### src/rtl/blink_pkg.sv
// Shared definitions for the LED blink interface (generator and monitor sides).
package blink_pkg;

   // Default half-period counter width; the blink generator uses the same value.
   localparam int BLINK_CBITS = 28;

   // Monitor lock-acquisition states.
   typedef enum logic [2:0] {
      S_IDLE,
      S_MEASURE,
      S_TRACK,
      S_LOCKED,
      S_STUCK
   } state_t;

endpackage

### src/rtl/blink_edge_sync.sv
// Brings the asynchronous blink line into the clk domain and produces a
// registered one-cycle pulse for every transition of the synchronised line.
module blink_edge_sync (
   input  logic clk,
   input  logic rst,
   input  logic led_in,
   output logic edge_pulse
);

   logic sync1;
   logic sync2;
   logic hist;

   // Two-flop synchroniser, history flop and registered transition pulse.
   always_ff @(posedge clk or posedge rst) begin
      if (rst) begin
         sync1      <= 1'b0;
         sync2      <= 1'b0;
         hist       <= 1'b0;
         edge_pulse <= 1'b0;
      end else begin
         sync1      <= led_in;
         sync2      <= sync1;
         hist       <= sync2;
         edge_pulse <= sync2 ^ hist;
      end
   end

endmodule

### src/rtl/blink_monitor.sv
// Receive side of the LED blink interface: measures the half-period of the
// blink line, declares lock once it is stable and flags a stuck line.
module blink_monitor
   import blink_pkg::*;
#(
   parameter int CBITS  = BLINK_CBITS,
   parameter int TOL    = 4,
   parameter int LOCK_N = 3
) (
   input  logic             clk,
   input  logic             rst,
   input  logic             led_in,
   output logic             edge_pulse,
   output logic             locked,
   output logic             stuck,
   output logic [CBITS-1:0] half_period
);

   localparam logic [CBITS-1:0] CMAX = {CBITS{1'b1}};

   state_t           state_reg,  state_next;
   logic [CBITS-1:0] cnt_reg,    cnt_next;
   logic [CBITS-1:0] ref_reg,    ref_next;
   logic [3:0]       mcnt_reg,   mcnt_next;
   logic             locked_reg, locked_next;
   logic             stuck_reg,  stuck_next;

   logic [CBITS-1:0] diff;
   logic             match;
   logic             timeout;

   blink_edge_sync u_edge_sync (
      .clk        (clk),
      .rst        (rst),
      .led_in     (led_in),
      .edge_pulse (edge_pulse)
   );

   // Measured length is the counter value in the edge cycle; compare it with
   // the reference without wrapping, and detect saturation without an edge.
   always_comb begin
      diff    = (cnt_reg >= ref_reg) ? (cnt_reg - ref_reg) : (ref_reg - cnt_reg);
      match   = (diff <= CBITS'(TOL));
      timeout = !edge_pulse && (cnt_reg == CMAX);
   end

   // Next-state logic: counter, reference, match count and lock FSM.
   always_comb begin
      state_next = state_reg;
      ref_next   = ref_reg;
      mcnt_next  = mcnt_reg;

      if (edge_pulse)
         cnt_next = CBITS'(1);
      else if (cnt_reg == CMAX)
         cnt_next = cnt_reg;
      else
         cnt_next = cnt_reg + CBITS'(1);

      // An edge in the saturation cycle suppresses the timeout (timeout needs !edge).
      if (timeout && state_reg != S_STUCK) begin
         state_next = S_STUCK;
         mcnt_next  = 4'd0;
      end else begin
         case (state_reg)
            S_IDLE: begin
               if (edge_pulse) state_next = S_MEASURE;
            end
            S_MEASURE: begin
               if (edge_pulse) begin
                  ref_next   = cnt_reg;
                  mcnt_next  = 4'd0;
                  state_next = S_TRACK;
               end
            end
            S_TRACK: begin
               if (edge_pulse) begin
                  if (match) begin
                     mcnt_next = mcnt_reg + 4'd1;
                     if (mcnt_next == 4'(LOCK_N)) state_next = S_LOCKED;
                  end else begin
                     ref_next  = cnt_reg;
                     mcnt_next = 4'd0;
                  end
               end
            end
            S_LOCKED: begin
               // Matching levels leave the reference alone: no drift tracking.
               if (edge_pulse && !match) begin
                  ref_next   = cnt_reg;
                  mcnt_next  = 4'd0;
                  state_next = S_TRACK;
               end
            end
            S_STUCK: begin
               if (edge_pulse) state_next = S_MEASURE;
            end
            default: state_next = S_IDLE;
         endcase
      end

      locked_next = (state_next == S_LOCKED);
      stuck_next  = (state_next == S_STUCK);
   end

   // State and output registers, cleared asynchronously.
   always_ff @(posedge clk or posedge rst) begin
      if (rst) begin
         state_reg  <= S_IDLE;
         cnt_reg    <= '0;
         ref_reg    <= '0;
         mcnt_reg   <= 4'd0;
         locked_reg <= 1'b0;
         stuck_reg  <= 1'b0;
      end else begin
         state_reg  <= state_next;
         cnt_reg    <= cnt_next;
         ref_reg    <= ref_next;
         mcnt_reg   <= mcnt_next;
         locked_reg <= locked_next;
         stuck_reg  <= stuck_next;
      end
   end

   assign locked      = locked_reg;
   assign stuck       = stuck_reg;
   assign half_period = ref_reg;

endmodule

### config.mk
export PLATFORM = sky130hd
export DESIGN_NAME = blink_monitor
export DESIGN_NICKNAME = d
export VERILOG_FILES = /design/src/rtl/blink_pkg.sv /design/src/rtl/blink_edge_sync.sv /design/src/rtl/blink_monitor.sv
export SDC_FILE = /design/constraint.sdc
export NUM_CORES = 1
export LEC_CHECK = 0
export CELL_PAD_IN_SITES_DETAIL_PLACEMENT = 0
export CELL_PAD_IN_SITES_GLOBAL_PLACEMENT = 1
export CORE_MARGIN = 4
export CORE_UTILIZATION = 45
export DETAILED_ROUTE_END_ITERATION = 16
export PLACE_DENSITY_LB_ADDON = 0.1
export SYNTH_ARGS = -nofsm -noshare
export SYNTH_HDL_FRONTEND = slang
export SYNTH_SLANG_ARGS = --single-unit
### constraint.sdc
create_clock -name clk -period 9.9 [get_ports clk]
set_input_delay 1.98 -clock clk [delete_from_list [all_inputs] [get_ports clk]]
set_output_delay 1.98 -clock clk [all_outputs]
set_load 0.005 [all_outputs]
==> impl_metrics.ini <==
[run_status]
status = complete, no violations

[critical_path]
slowest_delay_ps = 600
crit_required_ps = 10120
path_common_cell = o221ai_1
worst-r2r-cell-count = 13
path_delay_family = compound AO/OA/AOI/OAI gates
cp.arrival_ps = 5170
crit_path_start_kind = flop
crit_buf_inv = 1
critPathCaptureType = flop
cp.depth = 13
path_class = flop to flop
crit_fanout = 28
cp_slowest_cell = nor4_4
worstPathCellList = ha_1, nand4_1, o221ai_1, a21boi_1, o21ai_1, xor2_1, or4_4, o221ai_1, o311ai_1, nor4_4, a21oi_4, buf_4, mux2_1

[detailed_routing]
viasPerCell = 6.127
vias = 6066
wl_per_cell_um = 20.90
drcViolationCount = 0
antenna_left = 0
postRouteWirelength_mm = 20.69
drt_iter0_drc = 545
dr.pass1.iters = 5

[power]
powerDensity_mw_per_mm2 = 205.2
ir_drop_v = 0.0001109
leakage_nw = 3.141
p_total_w = 0.001467

[sta]
finalMaxSlewViolations = 0
final-setup-viol-count = 0
hold_violations = 0
clock_skew_ps = 5.971
rsz0062_at_grt = no
setup-tns-final_ps = 0
layout_min_cycle_time_ps = 4949
fmax_mhz = 202.1
maxSlewHeadroom = 0.3909
period_share = 0.4999
tightest_slew_ps = 913.7

[global_routing]
grt_pass1_wl_mm = 33.01
antenna_found_initial = 0
grt_max_degree = 70
grt_pass1_vias = 5929
grt_usage = 0.2570
grt-ovfl-total = 0

[floorplan]
start_util = 0.4631
rows = 43
die_y_um = 128.0
ios = 34
core-area_mm2 = 0.01399
die_width_um = 128.0
die_area_mm2 = 0.01638

[cts]
cts_max_path_buffers = 2
htreeDepth = 3
ctsResizeCount = 0
cts_sinks = 69
clk_latency_ps = 340
postCtsHoldBufs = 0
clk_pin_slew_ps = 60
cts_tree = done
cts_buffers = 9
cts-root-buf = clkbuf_16
post_cts_buffers = 0

[yosys]
syn_inst = 791
synthXorXnorAreaFrac = 0.07031
seq_area_frac_synth = 0.2666
postSynthAreaPerCell_um2 = 8.189
synth_top_flop_cell = dfrtp_1
synth-async-reset-ratio = 1.000
ys_types = 78
synth_compound_area_frac = 0.2281
ys_ff_latch = 69
synthMuxAreaShare = 0.04984
syn_nets = 852
synth_simple_gate_area_frac = 0.1997
synth_edf_count = 0
yosysWarnings = 0
synth_area_mm2 = 0.006477
synth_top_family_by_area = compound AO/OA/AOI/OAI gates
synth_fa_ha_area_frac = 0.1120

[final_layout]
nets = 866
fin_area_mm2 = 0.007149
diodes = 0
syn_to_final_growth_pct = 10.37
nFillCells = 1379
final_layout_size_suffix_gt1_frac = 0.05309

[place]
place.gp.congestion = 0.9769
place_area_mm2 = 0.006854
io_buffer_count = 33
dp_hpwl_mm = 16.34

[flow_run]
maxCapViolCount = 0

[worst_hold_path]
holdPathStages = 0
hold_path.class = flop to flop
[layout make-up]
cell class                 instances  area (µm²)  area share
multi-input combinational        620        4283      0.5991
sequential                        69        1727      0.2415
timing repair buffer              38       367.9     0.05145
inverter                          67       251.5     0.03518
clock buffer                      13       250.2     0.03500
tap                              180       225.2     0.03150
clock inverter                     3       45.04    0.006300
[cells by family after synthesis]
group / after synthesis
XOR/XNOR: 52
buffers and inverters: 102
adder cells (fa/ha/maj): 58
multiplexers: 32
flip-flops: 69
AND/OR/NAND/NOR: 246
AO/OA/AOI/OAI: 232
[per-layer routing]
layer  GRT usage  up-vias  share of wire
met2      0.3916      206           0.44
met4     0.05306        0          0.015
met5           0        -              0
met3     0.06500       23          0.074
li1            -     2883              -
met1      0.3700     2954           0.47
[per-stage QoR]
stage	utilization	hold slack, ps	instances	worst slack, ps
finish	0.5111	356.2	990	4951
global route	0.5111	377.6	990	4649
CTS	0.5111	361.9	990	5009
detailed placement	0.4900	340.3	974	5051
global placement	0.4900	346.3	974	5059
floorplan	-	331.2	791	6135
[cells in the mapped netlist (8+ instances only)]
cell type	number	area, µm²
a21o_1	10	75.07
a21oi_1	79	395.4
buf_2	8	40.04
buf_6	8	90.09
clkbuf_1	13	48.80
dfrtp_1	69	1727
ha_1	58	725.7
inv_1	67	251.5
mux2i_1	30	300.3
nand2_1	48	180.2
nand3_1	19	95.09
nand4_1	28	175.2
nor2_1	66	247.7
nor3_1	18	90.09
nor4_1	11	68.82
o211ai_1	9	67.56
o21a_1	8	60.06
o21ai_0	51	255.2
xnor2_1	37	324.1
xor2_1	15	131.4
[report_power, final]
| part | switching, W | internal (W) |
|---|---|---|
| registers | 0.0000179 | 0.000295 |
| clock network | 0.000123 | 0.000202 |
| logic | 0.000490 | 0.000339 |
[worst paths after layout]
kind / from / endpoint / slack [ps]
worst max register to register: cnt_reg[2]$_DFFE_PP0P_ / half_period[27]$_DFFE_PP0P_ / 4950
worst min register to register: u_edge_sync.sync1$_DFF_PP0_ / u_edge_sync.sync2$_DFF_PP0_ / 360
worst min-delay path: u_edge_sync.sync1$_DFF_PP0_ / u_edge_sync.sync2$_DFF_PP0_ / 360
worst max-delay path: cnt_reg[2]$_DFFE_PP0P_ / half_period[27]$_DFFE_PP0P_ / 4950
min in group asynchronous: rst / half_period[26]$_DFFE_PP0P_ / 2260
max in group asynchronous: rst / half_period[5]$_DFFE_PP0P_ / 7060
[cells in the final DEF (no fill, tap or decap), types with 28 or more instances in the layout]
master | synthesis | layout
a21oi_1 | 79 | 79
inv_1 | 67 | 66
clkdlybuf4s50_1 | 0 | 33
nand2_1 | 48 | 48
nand4_1 | 28 | 28
nor2_1 | 66 | 66
o21ai_0 | 51 | 51
xnor2_1 | 37 | 37
dfrtp_1 | 69 | 69
ha_1 | 58 | 58
mux2i_1 | 30 | 30
Note: power is estimated with default switching activity, not from simulation.
